[src/rtl/fetch_stage.sv]
`timescale 1ns/1ps
// Instruction-fetch stage: PC register, instruction-memory address and IF/ID pipeline register.
// Defining FETCH_PERF_CNT_EN adds the FetchCount/FlushCount performance counters.
module fetch_stage #(
    parameter int                       ADDRESS_WIDTH = 32,
    parameter int                       DATA_WIDTH    = 32,
    parameter logic [ADDRESS_WIDTH-1:0] RESET_PC      = '0
) (
    input  logic                     clk,
    input  logic                     rst,
    input  logic                     StallF,
    input  logic                     StallD,
    input  logic                     FlushD,
    input  logic                     PCSrcE,
    input  logic [ADDRESS_WIDTH-1:0] PCTargetE,
    output logic [ADDRESS_WIDTH-1:0] PCF,
    input  logic [DATA_WIDTH-1:0]    RD,
    output logic [DATA_WIDTH-1:0]    InstrD,
    output logic [ADDRESS_WIDTH-1:0] PCD,
    output logic [ADDRESS_WIDTH-1:0] PCPlus4D,
    output logic                     ValidD,
    output logic [6:0]               OpD,
    output logic [2:0]               Funct3D,
    output logic                     Funct7D,
    output logic [4:0]               Rs1D,
    output logic [4:0]               Rs2D,
    output logic [4:0]               RdD
`ifdef FETCH_PERF_CNT_EN
    ,
    output logic [31:0]              FetchCount,
    output logic [31:0]              FlushCount
`endif
);

    localparam logic [DATA_WIDTH-1:0] NOP_INSTR = DATA_WIDTH'(32'h0000_0013);

    logic [ADDRESS_WIDTH-1:0] r_pcf_p0;
    logic [ADDRESS_WIDTH-1:0] w_pcplus4_p0;
    logic [ADDRESS_WIDTH-1:0] w_pcnext_p0;
    logic                     w_kill_p0;
    logic                     w_unused_tgt_lsb;

    logic [DATA_WIDTH-1:0]    r_instr_p1;
    logic [ADDRESS_WIDTH-1:0] r_pc_p1;
    logic [ADDRESS_WIDTH-1:0] r_pcplus4_p1;
    logic                     r_vld_p1;

    // Stage p0: PC selection; redirect targets are forced word-aligned
    assign w_pcplus4_p0     = r_pcf_p0 + ADDRESS_WIDTH'(4);
    assign w_pcnext_p0      = PCSrcE ? {PCTargetE[ADDRESS_WIDTH-1:2], 2'b00} : w_pcplus4_p0;
    assign w_kill_p0        = FlushD | PCSrcE;
    assign w_unused_tgt_lsb = ^PCTargetE[1:0];

    always_ff @(posedge clk or posedge rst) begin
        if (rst) begin
            r_pcf_p0 <= RESET_PC;
        end else if (PCSrcE || !StallF) begin
            r_pcf_p0 <= w_pcnext_p0;
        end
    end

    // Stage p1: IF/ID register; a kill beats a decode stall
    always_ff @(posedge clk or posedge rst) begin
        if (rst) begin
            r_instr_p1   <= NOP_INSTR;
            r_pc_p1      <= '0;
            r_pcplus4_p1 <= '0;
            r_vld_p1     <= 1'b0;
        end else if (w_kill_p0) begin
            r_instr_p1   <= NOP_INSTR;
            r_pc_p1      <= '0;
            r_pcplus4_p1 <= '0;
            r_vld_p1     <= 1'b0;
        end else if (!StallD) begin
            r_instr_p1   <= RD;
            r_pc_p1      <= r_pcf_p0;
            r_pcplus4_p1 <= w_pcplus4_p0;
            r_vld_p1     <= 1'b1;
        end
    end

`ifdef FETCH_PERF_CNT_EN
    logic [31:0] r_fetch_cnt;
    logic [31:0] r_flush_cnt;

    always_ff @(posedge clk or posedge rst) begin
        if (rst) begin
            r_fetch_cnt <= '0;
            r_flush_cnt <= '0;
        end else begin
            if (w_kill_p0) begin
                r_flush_cnt <= r_flush_cnt + 32'd1;
            end else if (!StallD) begin
                r_fetch_cnt <= r_fetch_cnt + 32'd1;
            end
        end
    end

    assign FetchCount = r_fetch_cnt;
    assign FlushCount = r_flush_cnt;
`endif

    assign PCF      = r_pcf_p0;
    assign InstrD   = r_instr_p1;
    assign PCD      = r_pc_p1;
    assign PCPlus4D = r_pcplus4_p1;
    assign ValidD   = r_vld_p1;
    assign OpD      = r_instr_p1[6:0];
    assign Funct3D  = r_instr_p1[14:12];
    assign Funct7D  = r_instr_p1[30];
    assign Rs1D     = r_instr_p1[19:15];
    assign Rs2D     = r_instr_p1[24:20];
    assign RdD      = r_instr_p1[11:7];

endmodule
[config.mk]
export PLATFORM = sky130hd
export DESIGN_NAME = fetch_stage
export DESIGN_NICKNAME = d
export VERILOG_FILES = /design/src/rtl/fetch_stage.sv
export SDC_FILE = /design/constraint.sdc
export NUM_CORES = 1
export LEC_CHECK = 0
export BUFFER_PORTS_ARGS = -buffer_cell sky130_fd_sc_hd__buf_4
export CAP_MARGIN = 25
export CORE_ASPECT_RATIO = 0.7
export CORE_MARGIN = 2
export CORE_UTILIZATION = 49
export DETAILED_ROUTE_END_ITERATION = 8
export PLACE_DENSITY_LB_ADDON = 0.08
export SYNTH_ARGS = -nofsm -noshare
export SYNTH_HDL_FRONTEND = slang
export SYNTH_SLANG_ARGS = --single-unit
[constraint.sdc]
create_clock -name clk -period 4.79 [get_ports clk]
set_input_delay 0.7185 -clock clk [delete_from_list [all_inputs] [get_ports clk]]
set_output_delay 0.7185 -clock clk [all_outputs]
set_load 0.005 [all_outputs]
======== Yosys cells after proc, flatten, opt, wreduce, memory -nomap -nowiden ========
Index checks and enable logic that the tools add are counted.
word-level totals
  bits of input ports ..................... 70
  bits in latches ......................... 0
  memories kept ........................... 0
  memory bits (read-only) ................. 0
  output and inout port bits .............. 155
  memory bits (writable) .................. 0
  register bits after elaboration ......... 129
operators by class
  reduce and logical (&&, ||, !) cells .... 2
  multiplexer cells ....................... 9
  bitwise gates (word level) .............. 1
  $lt $le $gt $ge ......................... 0
  multiply operators ...................... 0
  shift operators ......................... 0
  divide/modulo/power cells ............... 0
  add/sub/neg operators ................... 1
  equality and inequality tests ........... 1
operators by type and width
  cell                                                    number
  two-way mux 32 bit                                      7
  adder 32 x 3 -> 32 bit (second input constant)          1
  two-way mux 1 bit                                       2
  inequality test 2 x 1 -> 1 bit (second input constant)  1
  zero test 1 bit                                         1
  logical OR 1 bit                                        1
  OR 1 bit                                                1

======== Logic depth before layout (Yosys ltp) ========
Gate-level depths: netlist of run 1.
  depth after elaboration ................. 3
  depth in mapped cells ................... 8
  mapped depth without buffers ............ 6

======== Worst setup path after synthesis of run 1 ========
Ideal clock, no wire load.
  kind .................................... input to register
  start point ............................. input port PCSrcE
  end point ............................... register r_pcplus4_p1[10] (netlist: PCPlus4D[10])
  setup slack ............................. 2.679 ns
  arrival time ............................ 2.028 ns
  data required time ...................... 4.707 ns
  path buffers ............................ 4
  stages on the path ...................... 8
  cells stage by stage .................... clkbuf_1 > nor2_1 > and2_1 > clkbuf_1 > clkbuf_1 > buf_1 > nand2_1 > o21ai_0
on the way
  word-level cells in the longest chain between the ends .. 2
ends and longest elaborated chain
  what                                                                                   RTL line  text
  start: declaration                                                                     14        input logic PCSrcE,
  OR 1 bit (*)                                                                           51        assign w_kill_p0 = FlushD | PCSrcE;
  inequality test 2 x 1 -> 1 bit (no line) / two-way mux 32 bit (equally long branches)  -
  end signal: assignment                                                                 77        r_pcplus4_p1 <= w_pcplus4_p0;
  end: declaration                                                                       45        logic [ADDRESS_WIDTH-1:0] r_pcplus4_p1;
Mark *: on every way between the ends. The rest lies on a longest branch, timed or not.
A chain may end at the register's enable or synchronous reset.

======== Final worst setup path of run 1 ========
  start point ............................. register r_pcf_p0[2] (netlist: PCF[2])
  end point ............................... register r_pcf_p0[26] (netlist: PCF[26])
on the way
  word-level cells in the longest chain between the ends .. 2
ends and longest elaborated chain
  what                      RTL line  text
  start: declaration        37        logic [ADDRESS_WIDTH-1:0] r_pcf_p0;
  start signal: assignment  58        r_pcf_p0 <= w_pcnext_p0;
  adder 32 x 3 -> 32 bit    49        assign w_pcplus4_p0 = r_pcf_p0 + ADDRESS_WIDTH'(4);
  two-way mux 32 bit        50        assign w_pcnext_p0 = PCSrcE ? {PCTargetE[ADDRESS_WIDTH-1:2], 2'b00} : w_pcplus4_p0;
Every way passes these cells.

==> flow_summary.ini, run 1 <==
[critical_path]
required_ns = 5.08
worstPathMaxFanout = 14
slowest_delay_ns = 0.63
cp-start-kind = register
cp-startpoint = PCF[2]$_DFFE_PP0N_
r2r_start = PCF[2]$_DFFE_PP0N_
endpoint_kind = register
path_class = register to register
path_cells = ha_1 -> and4_1 -> nand4_1 -> nor4b_1 -> xor2_1 -> mux2_2
slowest_stage = nand4_1
cp.arrival_ns = 3.08

[yosys]
netlist_area_mm2 = 0.00565
yosysTopAreaCell = dfrtp_1
synthCells = 529
synth_area_leaders = dfrtp_1 53%, a22o_1 9.6%, xnor2_1 5.3%, o21ai_0 4.5%, nand2_1 4.5%
yosysWarnings = 0
ys_ff_latch = 123
syn_area_per_cell_um2 = 10.7
yosys.cell_types.count = 38
synth_top_area_share_pct = 53.1
ys_seq_area_share_pct = 54.5

[layout]
final_area_mm2 = 0.00777
finalNetCount = 771
utilization_pct = 69.9
multi_input_area_mm2 = 0.00218
n_antenna_cell = 0
fillers = 879
instances_no_fill = 866
seq_area_mm2 = 0.00308
drive_gt1_share_pct = 37.6
area_delta_synth_final_pct = 37.6

[clocking]
cts_tree = yes
cts.sinks = 123
clk_latency_ns = 0.41
root_buffer = clkbuf_16
cts_max_path_buffers = 2
cts_buffers = 17
cts_setup_buffers = 0
hold_buffers = 0
clk_pin_slew_ns = 0.05
htree_levels = 4
cts_resized = 0

[sta]
worstMarginPinSlew_ns = 1.04
max_freq_mhz = 359
rsz0062_at_grt = false
final-setup-viol-count = 0
post-route-period-util_pct = 58.2
tns_ns = 0
hold_viol_final = 0
worst_slew_margin_rel_pct = 30.6
period_needed_ns = 2.79
finalClockSkew_ns = 0.0101
slew_viol_final = 0

[floorplanning]
die_area_mm2 = 0.0124
die_y_um = 93.8
floorplan.initialDensity_pct = 50.8
chipWidth_um = 132
ios = 225
rows = 32
coreArea_mm2 = 0.0111

[routing]
drc = 0
finalWirelength_um = 15100
drt_iter0_markers = 340
wl_per_cell_um = 17.4
viasPerCell = 5.34
dr.pass1.iters = 4
postRouteAntennaNets = 0
via_count = 4623

[pwr]
p_sw_share_pct = 23.4
cellPowerDensity_mw_per_mm2 = 365
internal_power_mw = 2.18
p_leak_nw = 3.72
p_switching_mw = 0.665
clkPwrFrac_pct = 48.7
pwr-share-seq_pct = 41.1
power_mw = 2.84
combinationalPowerShare_pct = 10.2
ir_worst_vdd_mv = 0.262

[flow_run]
maxCapViolCount = 0

[grt]
grt_pass1_vias = 4476
grt_overflow_total = 0
grt_pass1_wl_um = 23800
antenna_found_initial = 0
grt_max_degree = 90
grt_usage_pct = 24.7

[placement]
place_area_mm2 = 0.00713
gp_routability_congestion = 0.757
place_hpwl_um = 9930
placedCellCount = 834
port_buffers = 216

[status]
run_status = complete, no violations

[worst_hold_path]
holdCritPathClass = primary input to asynchronous set/reset pin
[cell usage after synthesis, drive strengths merged]
library cell and count:
clkbuf 29, dfrtp 120, buf 44, mux2 2, and3 3, xnor2 34
ha 1, nand3b 1, mux2i 1, nand4 11, nor4b 1, a22o 62
and2 2, o21ai 55, a21boi 1, nand2 68, or3 1, or2 1
nand3 13, inv 2, or4 1, and4 4, xor2 23, o22a 3
conb 1, nor3 14, nor2b 2, nor2 16, dfstp 3, nor4 9
nand4b 1
[final timing paths]
kind / end / cells past startpoint / slack, ns
max in group asynchronous: PCF[23]$_DFFE_PP0N_ / 3 / 3.52
min in group clk: PCPlus4D[31]$_DFFE_PP0P_ / 2 / 0.48
hold reg to reg: PCPlus4D[31]$_DFFE_PP0P_ / 2 / 0.48
setup reg to reg: PCF[26]$_DFFE_PP0N_ / 6 / 2.00
hold / removal: InstrD[26]$_DFFE_PP0P_ / 2 / 0.45
setup / recovery: PCF[26]$_DFFE_PP0N_ / 6 / 2.00
[critical path, delay by kind of cell, from the launching register on]
family,cells,cell delay [ns]
and+or+nand+nor,3,1.48
muxes,1,0.27
DFF,1,0.53
xor gates and xnor gates,1,0.11
adders and majority gates,1,0.28
[layer usage]
layer,global-route usage [%],part of all wire (%),routed length (um),vias up
met3,6.15,7.0,1050,18
met5,0,0,0,-
met4,9.86,1.3,198,0
met1,34.8,46,6860,2268
li1,-,-,-,2173
met2,36.9,46,6960,164
[cell families (layout without fill, tap and decap cells)]
group	after synthesis	in the layout	share of synthesized area (%)
compound gates	121	121	15.1
xor+xnor	57	57	8.84
fa+ha+maj	1	1	0.221
buf+inv	75	254	7.33
flops	123	123	54.5
mux	3	3	0.576
other cells	1	6	0.0664
simple gates	148	148	13.4
[power by group through the flow]
stage	Combinational, mW	Clock [mW]	Sequential [mW]
final	0.289	1.38	1.17
after global routing	0.318	1.46	1.18
after CTS	0.293	1.40	1.17
after detailed placement	0.291	0	1.18
after global placement	0.286	0	1.18
after floorplan	0.159	0	1.16
[sequential cells by signal, indices dropped and copies added (netlist names)]
name and count:
InstrD 32, PCPlus4D 30, PCD 30, PCF 30, ValidD 1
[through the flow]
stage          setup slack [ns]  hold slack [ns]
5_1_grt                    1.87            0.506
2_1_floorplan             0.806            0.473
4_1_cts                    2.02            0.482
6_report                   2.00            0.453
3_3_place_gp               2.08            0.466
3_5_place_dp               2.09            0.475
[layout by cell type, fill, tap and decap left out, types with 2 or more instances in the layout]
cell / netlist / routed
buf_4: 32 / 219
dfrtp_1: 120 / 120
nand2_1: 68 / 68
a22o_1: 62 / 62
o21ai_0: 51 / 51
xnor2_1: 34 / 34
xor2_1: 23 / 23
clkbuf_16: 0 / 17
nor2_1: 16 / 16
nor3_1: 14 / 13
nand3_1: 12 / 12
nand4_1: 10 / 10
conb_1: 1 / 6
and4_1: 4 / 4
nor4_2: 4 / 4
o21ai_1: 4 / 4
nor4_1: 4 / 4
clkbuf_8: 0 / 4
bufinv_16: 0 / 4
dfstp_2: 3 / 3
and3_1: 3 / 3
o22a_1: 3 / 3
nor2b_1: 2 / 2
mux2_2: 2 / 2
clkinv_4: 0 / 2
clkinvlp_4: 0 / 2
clkinv_2: 0 / 2
[area by class of cell]
| class | count | share of cell area [%] |
|---|---|---|
| tap | 153 | 2.46 |
| multi-input combinational | 336 | 28.0 |
| clock inverter | 10 | 2.09 |
| inverter | 2 | 0.129 |
| sequential | 123 | 39.6 |
| clock buffer | 22 | 6.23 |
| timing repair buffer | 220 | 21.4 |
Note: power is estimated with default switching activity, not from simulation.
==> run 2: changes to the inputs <==
clock period = 2.8 ns   (was 4.79 ns; I/O delays follow)
==> run 2 against run 1 <==
Effect of this change:
- core utilization is 0.25 points higher
- via count is 1.1% higher
- hold slack worse by 0.44 ns
- clock power is 59% higher
- critical path type unchanged
- global-route usage is 0.087 points higher
- worst setup slack worse by 1.6 ns
- highest routed layer unchanged
- sequential cell count stayed put
- total power is 65% higher
- clock skew is 0.0011 ns lower
- largest cell class unchanged
==> flow_summary.ini, run 2 (synthesized netlist as in run 1, its figures left out) <==
[sta]
period_needed_ns = 2.45
tns_ns = 0
rsz0062_at_grt = false
hold_viol_final = 0
post-route-period-util_pct = 87.4
final-setup-viol-count = 0
max_freq_mhz = 408
holdWs_ns = 0.00993
slew_viol_final = 0
finalClockSkew_ns = 0.00899
worst_slew_margin_rel_pct = 31.1
worstMarginPinSlew_ns = 1.03

[clocking]
htree_levels = 4
cts_setup_buffers = 0
root_buffer = clkbuf_16
cts_buffers = 17
clk_pin_slew_ns = 0.06
cts_resized = 0
cts.sinks = 123
clk_latency_ns = 0.41
hold_buffers = 0
cts_max_path_buffers = 2
cts_tree = yes

[layout]
largest_reg_flops = 32
layout_commonest_cell = buf_4
drive_gt1_share_pct = 38.1
utilization_pct = 70.1
area_delta_synth_final_pct = 38.1
final_area_mm2 = 0.00780
n_antenna_cell = 0
finalNetCount = 779
final_cell_mix = 226 x buf_4, 120 x dfrtp_1, 68 x nand2_1

[routing]
viasPerCell = 5.35
via_count = 4672
finalWirelength_um = 15100
dr.pass1.iters = 5
postRouteAntennaNets = 0
drc = 0
wl_per_cell_um = 17.3
drt_iter0_markers = 307

[critical_path]
required_ns = 3.09
r2r_cells = 6
reg2reg_to = PCF[26]$_DFFE_PP0N_
worstPathMaxFanout = 8
path_cells = ha_1 -> and4_1 -> nand4_1 -> nor4b_1 -> xor2_1 -> mux2_2
path_class = register to register
endpoint_kind = register
cp.arrival_ns = 2.74
slowest_stage = nor4b_1
r2r_slack_ns = 0.35
r2r_start = PCF[3]$_DFFE_PP0N_
slowest_delay_ns = 0.53
cp-start-kind = register

[grt]
grt_pass1_wl_um = 24100
busiest_layer = met2
grt_use_met3_pct = 7.23
grt_overflow_total = 0
use_met1_pct = 35.8
grt_pass1_vias = 4525
use_met2_pct = 37.4
grt_max_degree = 61
antenna_found_initial = 0
grt_usage_pct = 24.8

[flow_run]
maxCapViolCount = 0

[placement]
place_area_mm2 = 0.00720
place_hpwl_um = 10400
gp_routability_congestion = 0.788
port_buffers = 216

[floorplanning]
floorplan.initialDensity_pct = 50.8
chipWidth_um = 132
ios = 225
rows = 32
coreArea_mm2 = 0.0111
die_area_mm2 = 0.0124
die_y_um = 93.8

[pwr]
p_leak_nw = 3.73
ir_worst_vdd_mv = 0.511
cellPowerDensity_mw_per_mm2 = 601

[status]
run_status = complete, no violations

[worst_hold_path]
holdCritPathClass = primary input to asynchronous set/reset pin
[run 2: layout make-up]
type	count	area (um^2)
Multi-Input combinational cell	336	2180
Clock inverter	9	113
Clock buffer	23	488
Sequential cell	123	3080
Timing Repair Buffer	228	1740
Inverter	2	11.3
Fill cell	891	3330
Tap cell	153	191
[run 2: stage by stage]
| step | setup slack [ns] | total power [mW] | instances |
|---|---|---|---|
| CTS | 0.386 | 4.73 | 874 |
| finish | 0.352 | 4.69 | 874 |
| global placement | 0.514 | 2.52 | 842 |
| global route | 0.193 | 4.87 | 874 |
| detailed placement | 0.413 | 2.54 | 842 |
| floorplan | 0.871 | 2.25 | 534 |
[run 2: worst max-delay path, delay by kind of cell, from the launching register on]
kind | cells | cell delay [ns]
and+or+nand+nor | 3 | 1.22
DFF | 1 | 0.46
muxes | 1 | 0.27
adders and majority gates | 1 | 0.26
xor gates and xnor gates | 1 | 0.12
[run 2: layer usage]
metal,vias to the layer above,wire length [um]
met5,-,0
met2,156,7070
met1,2323,6960
met4,0,99
met3,9,962
li1,2184,-
[run 2: worst max path at each step]
| stage | from | end | depth (start not counted) |
|---|---|---|---|
| floorplan | rst | InstrD[10]$_DFFE_PP0P_ | 1 |
| global route | PCF[3]$_DFFE_PP0N_ | PCPlus4D[22]$_DFFE_PP0P_ | 7 |
| detailed placement | PCF[3]$_DFFE_PP0N_ | PCF[26]$_DFFE_PP0N_ | 6 |
| finish | PCF[3]$_DFFE_PP0N_ | PCF[26]$_DFFE_PP0N_ | 6 |
| CTS | PCF[3]$_DFFE_PP0N_ | PCF[26]$_DFFE_PP0N_ | 6 |
| global placement | PCF[3]$_DFFE_PP0N_ | PCF[20]$_DFFE_PP0N_ | 7 |
[run 2: power by group]
part / switching, mW / leakage (nW) / internal [mW]
registers: 0.132 / 1.63 / 1.87
logic: 0.224 / 1.82 / 0.281
clock network: 0.781 / 0.282 / 1.41
total: 1.14 / 3.73 / 3.55
